**config.mk**
```make
export PLATFORM = sky130hd
export DESIGN_NAME = kernel_bank_loader
export DESIGN_NICKNAME = d
export VERILOG_FILES = /design/src/rtl/kernel_bank_loader_pkg.sv /design/src/rtl/kernel_bank_loader_rd_lat_pipe.sv /design/src/rtl/kernel_bank_loader.sv
export SDC_FILE = /design/constraint.sdc
export NUM_CORES = 1
export LEC_CHECK = 0
export CAP_MARGIN = 20
export CORE_MARGIN = 3
export CORE_UTILIZATION = 44
export CTS_BUF_LIST = sky130_fd_sc_hd__clkbuf_4 sky130_fd_sc_hd__clkbuf_8
export DETAILED_ROUTE_END_ITERATION = 16
export PLACE_DENSITY_LB_ADDON = 0.1
export SETUP_SLACK_MARGIN = 0.3
export SLEW_MARGIN = 30
export SYNTH_ARGS = -nofsm -noshare
export SYNTH_HDL_FRONTEND = slang
export SYNTH_SLANG_ARGS = --single-unit
```
**constraint.sdc**
```tcl
create_clock -name i_clk -period 3.96 [get_ports i_clk]
set_input_delay 0.792 -clock i_clk [delete_from_list [all_inputs] [get_ports i_clk]]
set_output_delay 0.792 -clock i_clk [all_outputs]
set_load 0.005 [all_outputs]
```
**src/rtl/kernel_bank_loader_pkg.sv**
```systemverilog
// rtl/kernel_bank_loader_pkg.sv - shared types and default widths for the kernel bank loader
// Purpose : FSM state encoding and default parameter values used by kernel_bank_loader
//           and its read-latency delay line.
// Ports   : none (package)
package kernel_bank_loader_pkg;

   localparam int DEF_WEIGHT_WIDTH    = 8;
   localparam int DEF_BRAM_ADDR_WIDTH = 10;
   localparam int DEF_KREG_ADDR_WIDTH = 6;
   localparam int DEF_NUM_CH          = 4;
   localparam int DEF_BRAM_RD_LAT     = 1;

   typedef enum logic [1:0] {
      ST_IDLE  = 2'd0,
      ST_ISSUE = 2'd1,
      ST_DRAIN = 2'd2,
      ST_DONE  = 2'd3
   } state_t;

endpackage

```
**src/rtl/kernel_bank_loader_rd_lat_pipe.sv**
```systemverilog
// rtl/kernel_bank_loader_rd_lat_pipe.sv - delay line carrying {valid, ch, elem} for BRAM read latency
// Purpose : delays the read tag by DEPTH cycles so it lines up with the BRAM read data.
// Ports   : i_clk, i_rst         clock, synchronous active-high reset (flushes the line)
//           i_valid/i_ch/i_elem  tag of the read issued this cycle
//           o_valid/o_ch/o_elem  tag of the read issued DEPTH cycles ago
module rd_lat_pipe
   import kernel_bank_loader_pkg::*;
#(
   parameter int DEPTH  = DEF_BRAM_RD_LAT,
   parameter int CH_W   = 2,
   parameter int ELEM_W = DEF_KREG_ADDR_WIDTH
) (
   input  logic              i_clk,
   input  logic              i_rst,
   input  logic              i_valid,
   input  logic [CH_W-1:0]   i_ch,
   input  logic [ELEM_W-1:0] i_elem,
   output logic              o_valid,
   output logic [CH_W-1:0]   o_ch,
   output logic [ELEM_W-1:0] o_elem
);

   logic [DEPTH-1:0]  v_q;
   logic [CH_W-1:0]   ch_q [DEPTH];
   logic [ELEM_W-1:0] el_q [DEPTH];

   always_ff @(posedge i_clk) begin
      if (i_rst) begin
         v_q <= '0;
         for (int i = 0; i < DEPTH; i++) begin
            ch_q[i] <= '0;
            el_q[i] <= '0;
         end
      end else begin
         v_q[0]  <= i_valid;
         ch_q[0] <= i_ch;
         el_q[0] <= i_elem;
         for (int i = 1; i < DEPTH; i++) begin
            v_q[i]  <= v_q[i-1];
            ch_q[i] <= ch_q[i-1];
            el_q[i] <= el_q[i-1];
         end
      end
   end

   assign o_valid = v_q[DEPTH-1];
   assign o_ch    = ch_q[DEPTH-1];
   assign o_elem  = el_q[DEPTH-1];

endmodule

```
**src/rtl/kernel_bank_loader.sv**
```systemverilog
// rtl/kernel_bank_loader.sv - streams up to NUM_CH kernels from weight BRAM into kernel register banks
// Purpose : on one start, reads popcount(mask)*elem weights (channel ascending, element
//           ascending) and writes each into bank c at address e BRAM_RD_LAT cycles later.
// Ports   : i_clk, i_rst                  clock, synchronous active-high reset
//           i_start                       start request, sampled in IDLE only
//           i_ch_mask                     channels to load (bit c = bank c)
//           i_elem_count                  elements per kernel, 1..2**KREG_ADDR_WIDTH
//           i_base_addr, i_ch_stride      channel-0 base address, distance between channels
//           o_bram_rd_en, o_bram_addr     BRAM read strobe and address
//           i_bram_data                   BRAM data, BRAM_RD_LAT cycles after the address
//           o_wr_en, o_kreg_addr, o_kreg_data  one-hot bank write port
//           o_busy, o_done, o_err         status; o_err pulses with o_done on a bad request
module kernel_bank_loader
   import kernel_bank_loader_pkg::*;
#(
   parameter int WEIGHT_WIDTH    = DEF_WEIGHT_WIDTH,
   parameter int BRAM_ADDR_WIDTH = DEF_BRAM_ADDR_WIDTH,
   parameter int KREG_ADDR_WIDTH = DEF_KREG_ADDR_WIDTH,
   parameter int NUM_CH          = DEF_NUM_CH,
   parameter int BRAM_RD_LAT     = DEF_BRAM_RD_LAT
) (
   input  logic                       i_clk,
   input  logic                       i_rst,
   input  logic                       i_start,
   input  logic [NUM_CH-1:0]          i_ch_mask,
   input  logic [KREG_ADDR_WIDTH:0]   i_elem_count,
   input  logic [BRAM_ADDR_WIDTH-1:0] i_base_addr,
   input  logic [BRAM_ADDR_WIDTH-1:0] i_ch_stride,
   output logic                       o_bram_rd_en,
   output logic [BRAM_ADDR_WIDTH-1:0] o_bram_addr,
   input  logic [WEIGHT_WIDTH-1:0]    i_bram_data,
   output logic [NUM_CH-1:0]          o_wr_en,
   output logic [KREG_ADDR_WIDTH-1:0] o_kreg_addr,
   output logic [WEIGHT_WIDTH-1:0]    o_kreg_data,
   output logic                       o_busy,
   output logic                       o_done,
   output logic                       o_err
);

   localparam int CH_W   = (NUM_CH > 1) ? $clog2(NUM_CH) : 1;
   localparam int ELEM_W = KREG_ADDR_WIDTH + 1;
   localparam int LAT_W  = $clog2(BRAM_RD_LAT + 1);
   localparam logic [ELEM_W-1:0] MAX_ELEM = ELEM_W'(2 ** KREG_ADDR_WIDTH);

   state_t state_q, state_d;

   logic [NUM_CH-1:0]          mask_q;
   logic [ELEM_W-1:0]          elem_q;
   logic [BRAM_ADDR_WIDTH-1:0] base_q;
   logic [BRAM_ADDR_WIDTH-1:0] stride_q;
   logic                       err_q;
   logic [CH_W-1:0]            ch_q;
   logic [KREG_ADDR_WIDTH-1:0] el_q;
   logic [LAT_W-1:0]           lat_q;

   logic                       illegal;
   logic [CH_W-1:0]            first_ch;
   logic [CH_W-1:0]            next_ch;
   logic                       next_found;
   logic                       last_elem;
   logic [BRAM_ADDR_WIDTH-1:0] rd_addr;

   logic                       pipe_valid;
   logic [CH_W-1:0]            pipe_ch;
   logic [KREG_ADDR_WIDTH-1:0] pipe_elem;

   assign illegal = (i_ch_mask == '0) || (i_elem_count == '0) || (i_elem_count > MAX_ELEM);

   // Lowest set bit of the incoming mask: the first channel to load.
   always_comb begin
      first_ch = '0;
      for (int c = NUM_CH - 1; c >= 0; c--) begin
         if (i_ch_mask[c]) first_ch = CH_W'(c);
      end
   end

   // Lowest enabled channel strictly above the current one; masked-off channels are skipped.
   always_comb begin
      next_ch    = '0;
      next_found = 1'b0;
      for (int c = NUM_CH - 1; c >= 0; c--) begin
         if (mask_q[c] && (c > int'(ch_q))) begin
            next_ch    = CH_W'(c);
            next_found = 1'b1;
         end
      end
   end

   assign last_elem = (ELEM_W'(el_q) == (elem_q - ELEM_W'(1)));

   // Address arithmetic wraps modulo 2**BRAM_ADDR_WIDTH by truncation.
   assign rd_addr = base_q + (stride_q * BRAM_ADDR_WIDTH'(ch_q)) + BRAM_ADDR_WIDTH'(el_q);

   always_ff @(posedge i_clk) begin
      if (i_rst) begin
         state_q <= ST_IDLE;
      end else begin
         state_q <= state_d;
      end
   end

   always_comb begin
      state_d      = state_q;
      o_busy       = 1'b0;
      o_bram_rd_en = 1'b0;
      o_bram_addr  = '0;
      o_done       = 1'b0;
      o_err        = 1'b0;
      case (state_q)
         ST_IDLE: begin
            if (i_start) state_d = illegal ? ST_DONE : ST_ISSUE;
         end
         ST_ISSUE: begin
            o_busy       = 1'b1;
            o_bram_rd_en = 1'b1;
            o_bram_addr  = rd_addr;
            if (last_elem && !next_found) state_d = ST_DRAIN;
         end
         ST_DRAIN: begin
            o_busy = 1'b1;
            if (lat_q == LAT_W'(BRAM_RD_LAT - 1)) state_d = ST_DONE;
         end
         ST_DONE: begin
            o_done  = 1'b1;
            o_err   = err_q;
            state_d = ST_IDLE;
         end
         default: state_d = ST_IDLE;
      endcase
   end

   // Config latch and channel/element/drain counters.
   always_ff @(posedge i_clk) begin
      if (i_rst) begin
         mask_q   <= '0;
         elem_q   <= '0;
         base_q   <= '0;
         stride_q <= '0;
         err_q    <= 1'b0;
         ch_q     <= '0;
         el_q     <= '0;
         lat_q    <= '0;
      end else begin
         case (state_q)
            ST_IDLE: begin
               if (i_start) begin
                  mask_q   <= i_ch_mask;
                  elem_q   <= i_elem_count;
                  base_q   <= i_base_addr;
                  stride_q <= i_ch_stride;
                  err_q    <= illegal;
                  ch_q     <= first_ch;
                  el_q     <= '0;
               end
            end
            ST_ISSUE: begin
               lat_q <= '0;
               if (last_elem) begin
                  el_q <= '0;
                  if (next_found) ch_q <= next_ch;
               end else begin
                  el_q <= el_q + KREG_ADDR_WIDTH'(1);
               end
            end
            ST_DRAIN: begin
               lat_q <= lat_q + LAT_W'(1);
            end
            default: ;
         endcase
      end
   end

   rd_lat_pipe #(
      .DEPTH  (BRAM_RD_LAT),
      .CH_W   (CH_W),
      .ELEM_W (KREG_ADDR_WIDTH)
   ) u_rd_lat_pipe (
      .i_clk   (i_clk),
      .i_rst   (i_rst),
      .i_valid (o_bram_rd_en),
      .i_ch    (ch_q),
      .i_elem  (el_q),
      .o_valid (pipe_valid),
      .o_ch    (pipe_ch),
      .o_elem  (pipe_elem)
   );

   always_comb begin
      o_wr_en     = '0;
      o_kreg_addr = '0;
      o_kreg_data = '0;
      if (pipe_valid) begin
         o_wr_en     = NUM_CH'(1) << pipe_ch;
         o_kreg_addr = pipe_elem;
         o_kreg_data = i_bram_data;
      end
   end

endmodule

```
==> metrics <==
outcome complete, but fails checks; failing checks negative setup slack; CP max-delay cell fa_1; Initial Utilization 0.459; crit-path max FO 4; Slew Viols, Final 0; Antenna Cells 0; CP startpoint kind flip-flop; synthesized netlist cell count 424; number of warnings issued by yosys 0; Synth Cell Area about 0.0034 mm^2; drt pass-1 iters 4; CTS root buf clkbuf_8; input/output buffers 73; Critical Setup Path Class flip-flop to output pin; Max-Cap Viols 0; Worst setup EP type output pin; Distinct cells, synth 52; crit-path cells buf_6 > and2_4 > fa_1 > inv_1 > fa_1 > inv_2 > ha_4 > nor2b_4 > o21ai_2 > a21oi_2 > buf_4 > o31a_1 > xnor2_1 > and2_1 > buf_2; total power after layout 1.87 mW; worst slack at placement -0.202 ns; crit-path max cell delay ~0.5 ns; ys async rst share 0; ratio of cells with drive above 1 in the final layout 0.154; WP buf/inv 5; Setup-failing EPs final 4; Slew @ Worst Pin 0.760 ns; CP required 3.17 ns; Rel. slew slack 0.492; Max Freq 0.240 GHz; Mean Syn Cell Area around 8 um^2; CTS buffer count 5; register area share after synthesis 0.304; die area 0.00873 mm^2; GR Overflow Total 0; CTS max path bufs 2; H-tree levels 2; cell count of the worst reg-to-reg path 8; period utilisation layout 1.05; # nets final roughly 580; largest net degree at the start of global routing 33; final hold vios 0; hold crit path type flip-flop to flip-flop; Mapped Nets approximately 500; clk slew on worst S/H paths 0.10 ns; most used cell, CP fa_1; DRC 0; total I/O pin count 74; register bit count reported by yosys slightly above 50; Chip Width slightly above 90 um; most frequent cells in the layout nand2_1, clkdlybuf4s50_1, dfxtp_1; Total Routed Length 7710 um; Top delay family on crit path adder cells; hpwl dp 5820 um; via/cell ratio 4.94; first-pass GRT wire length between 10000 and 15000 um; P&R area growth vs syn 35.0%; PD cells 413 mW/mm^2; setup ws final -0.205 ns; Tmin final 4.17 ns; Hold Path Stages 2; clock sinks 51; most common cell after layout, fill and taps aside nand2_1; GR Util All Layers 0.184; number of global-route vias before repair 2823; drt wl/cell 12.7 um; Placed Area 0.00430 mm^2; crit path DAT 3.37 ns; ANT nets after route 0; clk_lat worst skew between 0.3 and 0.4 ns; Design Area, Final 0.00454 mm^2; Post-synth EDFFs 0; WHS 0.462 ns; Clock Skews 0.00399 ns; Peak VDD IR 0.303 mV; CTS tree done; antenna violations before repair 0; row count 31; DR iter-0 viols 78; Placer Congestion around 0.86; leakage dissipation approximately 1.9 nW; via count 2991; core area 0.00733 mm^2; Levels on crit path 15; Die Span Y 93.4 um; cts hold-fix bufs 0; RSZ-0062 raised after global routing yes; commonest register cell after synthesis dfxtp_1
[cell usage after synthesis (all sizes together) (3+ instances only)]
master   n  area, um^2
mux2     3        33.8
nand2   84         318
fa      14         280
o21ai   11        55.1
dfxtp   51        1020
inv     38         143
o211ai   3        27.5
nand2b   3        18.8
nor3b    3        22.5
a31oi    3        18.8
nor2b   13        81.3
ha      19         238
xnor2   12         105
xor2     4        35.0
a21oi   42         221
and2    38         238
and3     3        18.8
nor3     4        20.0
clkbuf  18        67.6
nand3    6        30.0
nor2    19        71.3
or3      3        23.8
[tightest hold or removal path: stages, from the launching register on]
cell and delay [ns]:
dfxtp_1 0.32, nand2_1 0.05, a21oi_1 0.05
[final timing paths]
| kind | startpoint | end | slack (ns) |
|---|---|---|---|
| worst min register to register | base_q[1] | base_q[1] | 0.46 |
| worst max register to register | elem_q[0] | ch_q[0] | 1.53 |
| worst min-delay path | base_q[1] | base_q[1] | 0.46 |
| worst max-delay path | ch_q[0] | o_bram_addr[9] | -0.21 |
[metal layers]
metal	routed length, um	share of wire	global-route usage
met1	3930	0.51	0.262
met4	71	0.0092	0.0403
met3	322	0.042	0.0265
met5	0	0	0
met2	3390	0.44	0.297
[cells by family (layout without fill, tap and decap cells)]
group / after synthesis / in the layout / share of synthesized area
xor+xnor: 16 / 16 / 0.0417
buf+inv: 58 / 141 / 0.0655
fa+ha+maj: 33 / 33 / 0.154
compound gates: 80 / 80 / 0.158
simple gates: 182 / 182 / 0.264
mux: 4 / 4 / 0.0130
flops: 51 / 51 / 0.304
[report_power, final]
group / total, mW / leakage (nW) / switching [mW] / internal [mW]
logic: 0.791 / 1.40 / 0.412 / 0.379
clock network: 0.393 / 0.0618 / 0.185 / 0.208
registers: 0.689 / 0.419 / 0.0874 / 0.602
[timing repair]
action	CTS	global route
buffers inserted	5	0
pin swaps	17	9
setup endpoints to repair	8	8
resized for setup	50	5
[area by class of cell]
cell class | count | area, um^2
Fill cell | 632 | 2790
Multi-Input combinational cell | 315 | 2250
Sequential cell | 51 | 1030
Timing Repair Buffer | 95 | 868
Inverter | 38 | 143
Tap cell | 99 | 124
Clock buffer | 6 | 82.6
Clock inverter | 2 | 38.8
[stage by stage]
step / utilization / TNS, ns / instances
after CTS: 0.616 / -0.418 / 606
after floorplan: - / 0 / 424
after global placement: 0.587 / -0.447 / 593
after detailed placement: 0.587 / -0.546 / 593
final: 0.619 / -0.509 / 606
after global routing: 0.619 / -1.22 / 606
[sequential cells by signal, summed over array words and instances (netlist names)]
signal                 flops
base_q                    10
ch_q                       2
el_q                       6
elem_q                     7
err_q                      1
lat_q                      1
mask_q                     3
state_q                    2
stride_q                  10
u_rd_lat_pipe.ch_q         2
u_rd_lat_pipe.el_q         6
u_rd_lat_pipe.o_valid      1
Power figures use the tool's default switching activity.
